$ cat src/rtl/output_port_arbiter.sv
// -----------------------------------------------------------------------------
// output_port_arbiter
//   Round-robin arbiter and output register placed after the output port
//   cluster. It pops one packet per cycle from the granted port FIFO
//   (first-word-fall-through) and holds it in an output register. That
//   register drives the leaf-to-BFT path with a valid/ready handshake.
//
// Ports
//   i_clk           interface/BFT clock
//   i_reset         asynchronous active-high reset
//   i_internal_out  head packet of every port FIFO, port i at slice i
//   i_empty         per-port FIFO empty flags
//   o_rd_en_sel     one-hot pop strobe to the port FIFOs (combinational)
//   i_stall         cluster stall; blocks new grants only
//   o_out_packet    registered packet toward the BFT
//   o_out_valid     o_out_packet holds a packet
//   i_out_ready     downstream accepts o_out_packet this cycle
//   o_grant_idx     port index of the packet in o_out_packet
//   o_sent_cnt      packets accepted downstream, wraps modulo 2^32
//
// FSM states
//   state   | meaning
//   S_EMPTY | output register holds no packet, o_out_valid = 0
//   S_FULL  | output register holds a packet,  o_out_valid = 1
// -----------------------------------------------------------------------------
module output_port_arbiter #(
  parameter  int PACKET_BITS   = 97,
  parameter  int NUM_OUT_PORTS = 7,
  localparam int GRANT_BITS    = (NUM_OUT_PORTS > 1) ? $clog2(NUM_OUT_PORTS) : 1
) (
  input  logic                                 i_clk,
  input  logic                                 i_reset,
  input  logic [PACKET_BITS*NUM_OUT_PORTS-1:0] i_internal_out,
  input  logic [NUM_OUT_PORTS-1:0]             i_empty,
  output logic [NUM_OUT_PORTS-1:0]             o_rd_en_sel,
  input  logic                                 i_stall,
  output logic [PACKET_BITS-1:0]               o_out_packet,
  output logic                                 o_out_valid,
  input  logic                                 i_out_ready,
  output logic [GRANT_BITS-1:0]                o_grant_idx,
  output logic [31:0]                          o_sent_cnt
);

  typedef enum logic {
    S_EMPTY = 1'b0,
    S_FULL  = 1'b1
  } state_t;

  state_t                   r_state;
  logic [GRANT_BITS-1:0]    r_last_grant;
  logic [GRANT_BITS-1:0]    r_grant_idx;
  logic [PACKET_BITS-1:0]   r_out_packet;
  logic [31:0]              r_sent_cnt;

  logic                     w_found;
  int                       w_idx;
  logic [GRANT_BITS-1:0]    w_grant;
  logic                     w_load;
  logic [NUM_OUT_PORTS-1:0] w_rd_en;
  logic [PACKET_BITS-1:0]   w_head;

  // Search upward from last_grant+1, wrapping at NUM_OUT_PORTS. The sum
  // stays below 2*NUM_OUT_PORTS, so one conditional subtraction is the modulo.
  always_comb begin
    w_found = 1'b0;
    w_grant = '0;
    w_idx   = 0;
    for (int k = 0; k < NUM_OUT_PORTS; k++) begin
      w_idx = int'(r_last_grant) + 1 + k;
      if (w_idx >= NUM_OUT_PORTS) w_idx = w_idx - NUM_OUT_PORTS;
      if (!w_found && !i_empty[w_idx[GRANT_BITS-1:0]]) begin
        w_found = 1'b1;
        w_grant = w_idx[GRANT_BITS-1:0];
      end
    end
  end

  // w_found already implies at least one port is non-empty.
  assign w_load = ((r_state == S_EMPTY) || i_out_ready) && !i_stall && w_found;

  // Gating with i_reset makes the pop strobe drop as soon as reset asserts,
  // even though state is already EMPTY and ports may be non-empty.
  always_comb begin
    w_rd_en = '0;
    if (w_load && !i_reset) w_rd_en[w_grant] = 1'b1;
  end

  assign w_head = i_internal_out[int'(w_grant)*PACKET_BITS +: PACKET_BITS];

  always_ff @(posedge i_clk or posedge i_reset) begin
    if (i_reset) begin
      r_state      <= S_EMPTY;
      r_out_packet <= '0;
      r_grant_idx  <= '0;
      r_last_grant <= GRANT_BITS'(NUM_OUT_PORTS - 1);
      r_sent_cnt   <= '0;
    end else begin
      if ((r_state == S_FULL) && i_out_ready) r_sent_cnt <= r_sent_cnt + 32'd1;

      if (w_load) begin
        r_state      <= S_FULL;
        r_out_packet <= w_head;
        r_grant_idx  <= w_grant;
        r_last_grant <= w_grant;
      end else if ((r_state == S_FULL) && i_out_ready) begin
        r_state <= S_EMPTY;
      end
    end
  end

  assign o_rd_en_sel  = w_rd_en;
  assign o_out_packet = r_out_packet;
  assign o_out_valid  = (r_state == S_FULL);
  assign o_grant_idx  = r_grant_idx;
  assign o_sent_cnt   = r_sent_cnt;

endmodule

$ cat config.mk
export PLATFORM = sky130hd
export DESIGN_NAME = output_port_arbiter
export DESIGN_NICKNAME = d
export VERILOG_FILES = /design/src/rtl/output_port_arbiter.sv
export SDC_FILE = /design/constraint.sdc
export NUM_CORES = 1
export LEC_CHECK = 0
export CAP_MARGIN = 15
export CORE_AREA = 2 2 321 323
export DETAILED_ROUTE_END_ITERATION = 8
export DIE_AREA = 0 0 323 325
export PLACE_DENSITY = 0.41
export RECOVER_POWER = 25
export SLEW_MARGIN = 20
export SYNTH_ARGS = -nofsm -noshare
export SYNTH_HDL_FRONTEND = slang
export SYNTH_SLANG_ARGS = --single-unit
export TNS_END_PERCENT = 1
$ cat constraint.sdc
create_clock -name i_clk -period 7.2 [get_ports i_clk]
set_clock_uncertainty 0.05 [all_clocks]
set_input_delay 1.8 -clock i_clk [delete_from_list [all_inputs] [get_ports i_clk]]
set_output_delay 1.8 -clock i_clk [all_outputs]
set_load 0.05 [all_outputs]
==> impl_metrics.yaml <==
setup_path:
  worstPathMaxFanout: 8
  critical_path_class: "input port to output port"
  rr_startpoint: "r_last_grant[1]$_DFFE_PP1P_"
  worstRegToRegCells: 19
  required_ns: 5.35
  r2r_end: "o_out_packet[31]$_DFFE_PP0P_"
  critPathArrivalTime_ns: 5.13
  critPathLaunchType: "input port"
  cp-end-kind: "output port"
  r2r_slack_ns: 1.23
status:
  status: "finished, violations left"
  violations: "max-capacitance violations, max-slew violations"
routing:
  ant_nets: 0
  viasPerCell: 4.159
  vias: 15390
  drc: 0
  wire_per_inst_um: 23.33
  first_iter_violations: 866
  routed_wl_um: 86340
  drt_pre_antenna_iters: 5
floorplan:
  start_util_pct: 12.02
  rows: 117
  dieWidth_um: 323
  io_pins: 830
  die_y_um: 325
  coreArea_um2: 101300
  die-area_um2: 105000
finish:
  fin_util_pct: 22.63
  multi_input_area_um2: 8165
  final-seq-area_um2: 3381
  drive_gt1_share_pct: 6.538
  finalNonFillerCells: 3701
  nets: 3012
  synthToLayoutAreaGrowth_pct: 88.25
  fillCellCount: 11380
synthesis:
  yosys.cell_types.count: 86
  yosysSeqAreaShare_pct: 27.77
  netlist.area_leader.share_pct: 27.34
  synthTopCellsByArea: "dfrtp_1 27%, mux2i_1 11%, nand2_1 8.2%"
  synth-main-ff-cell: "dfrtp_1"
  synth-async-reset-ratio_pct: 100.0
  syn-num-nets: 2233
  syn-instance-count: 1533
  syn_area_um2: 12180
  ys_warn_count: 0
  synth-edff-count: 0
  synth_seq_cells: 135
  avgSynthCellArea_um2: 7.942
  yosysTopAreaCell: "dfrtp_1"
grt:
  track_usage_pct: 15.91
  overflow: 0
  grt_pass1_vias: 15840
  antenna_found_initial: 21
  grt_pass1_wl_um: 119400
  grt_max_degree: 136
timing:
  fmax_ghz: 0.1432
  setup_ws_ns: 0.2154
  setup_viol: 0
  maxSlewViolCount: 41
  setup_tns_ns: 0
  worstMarginPinSlew_ns: 3.135
  slew_headroom_pct: -109.0
  min_period_ns: 6.985
  finalHoldViolations: 0
  period_share_pct: 97.01
  rsz0062_at_grt: "no"
cts:
  path_clk_slew_ns: 0.07
  cts_buffers: 17
  ctsHoldBuffers: 0
  cts_root_buf: "clkbuf_16"
  cts_tree: "yes"
  cts_sinks: 135
  htreeDepth: 4
  cts.path.max_buffers: 2
  clock_latency_ns: 0.50
placed_design:
  hpwl_um: 68010
  portBuffers: 829
  place_ws_ns: 0.1036
  gp_congestion: 0.8585
  place_inst: 3656
worst_hold_path:
  hp-start: "o_sent_cnt[31]$_DFFE_PP0P_"
  whs_path_depth: 1
  whs_endpoint: "o_sent_cnt[31]$_DFFE_PP0P_"
  min_path_type: "flip-flop to flip-flop"
flow_run:
  drv_cap: 1
what timing repair did:
item / 4_1_cts / 5_1_grt
hold endpoints to repair: 0 / 0
gates resized for setup: 0 / 8
endpoints found under the setup margin: 0 / 7
buffers inserted: 0 / 5
Yosys cell counts (all sizes together), types with 3 or more instances:
library cell and count:
a31oi 5, mux2i 138, o32ai 62, o21ai 57
nand2 268, mux2 5, o2111ai 3, nor3b 4
and2 7, or2 6, nand4 10, o21a 4
o32a 97, nand2b 8, o31ai 3, o221ai 3
nor2b 5, a21boi 3, a31o 3, nor3 8
ha 10, a211oi 7, a211o 5, and3 6
o22ai 39, or3 6, buf 75, dfrtp 133
a21oi 119, xor2 12, a21bo 3, a21o 65
nor2 161, xnor2 27, inv 11, nor4 8
nand3 29, a311oi 6, o211ai 8, clkbuf 65
o311a 4, o21bai 3
layout make-up:
cell class | instances | area share [%]
multi-input cells | 1246 | 35.62
clock buffers | 17 | 1.856
well taps | 1368 | 7.468
repair buffers | 900 | 39.31
flip-flops and latches | 135 | 14.75
inverters | 12 | 0.2129
clock inverters | 15 | 0.6933
diodes | 8 | 0.08734
cells in the final DEF (no fill, tap or decap), drive strengths merged, types with 6 or more instances in the layout:
master	n
nand2b	8
mux2i	138
and2	7
xor2	12
o22ai	39
o21ai	57
nor3	8
nor4	8
nor2	161
a311oi	6
ha	10
a21o	65
nand4	10
o211ai	8
xnor2	27
clkbuf	19
nand3	29
or3	6
clkdlybuf4s50	818
o32a	97
nand2	268
dfrtp	133
or2	6
buf	76
diode	8
a211oi	7
and3	6
inv	18
o32ai	62
a21oi	119
per-layer routing:
layer / track usage (%) / routed length [um]
met1: 19.08 / 35800
met2: 28.52 / 44010
met3: 3.698 / 5262
met4: 3.458 / 1169
met5: 0 / 90
critical path, cell delays in order:
cell and delay [ns]:
clkdlybuf4s50_1 0.50, buf_4 0.16, o21ai_0 0.12, o32ai_2 0.17, a2111oi_2 0.10, a32o_1 0.24, a31oi_2 0.29, o211ai_2 0.17
or3_1 0.38, o22ai_1 0.28, or2_4 0.26, nand3_1 0.17, nor3_1 0.19, buf_4 0.15, buf_12 0.13
flip-flops by register name, indices dropped and copies added, names as in the netlist:
signal / count
o_out_packet: 97
o_out_valid: 1
o_sent_cnt: 32
o_grant_idx: 2
r_last_grant: 3
metrics by stage:
stage / instance area (um^2) / hold slack, ns
3_3_place_gp: 22240 / 0.4080
3_5_place_dp: 22240 / 0.4069
6_report: 22920 / 0.4166
4_1_cts: 22820 / 0.4215
5_1_grt: 22920 / 0.4406
2_1_floorplan: 12190 / 0.6582
worst max path at each step:
| stage | endpoint | slack (ns) | startpoint | cells after the start |
|---|---|---|---|---|
| after floorplan | o_rd_en_sel[3] | -0.27 | i_empty[4] | 12 |
| after global placement | o_rd_en_sel[1] | 0.14 | i_empty[4] | 14 |
| after detailed placement | o_rd_en_sel[1] | 0.10 | i_empty[4] | 14 |
| after CTS | o_rd_en_sel[1] | 0.007 | r_last_grant[1]$_DFFE_PP1P_ | 18 |
| after global routing | o_rd_en_sel[6] | 0.02 | r_last_grant[1]$_DFFE_PP1P_ | 18 |
| final | o_rd_en_sel[6] | 0.22 | i_empty[0] | 15 |
cell families after synthesis:
group | Yosys count | synth area share, %
simple gates | 534 | 18.65
flops | 135 | 27.77
fa+ha+maj | 10 | 1.028
compound gates | 518 | 31.43
buf+inv | 152 | 6.053
xor+xnor | 41 | 3.268
mux | 143 | 11.81
Power is not shown: default switching activity piles up to over one toggle a cycle in this logic, so the estimate is an artifact.
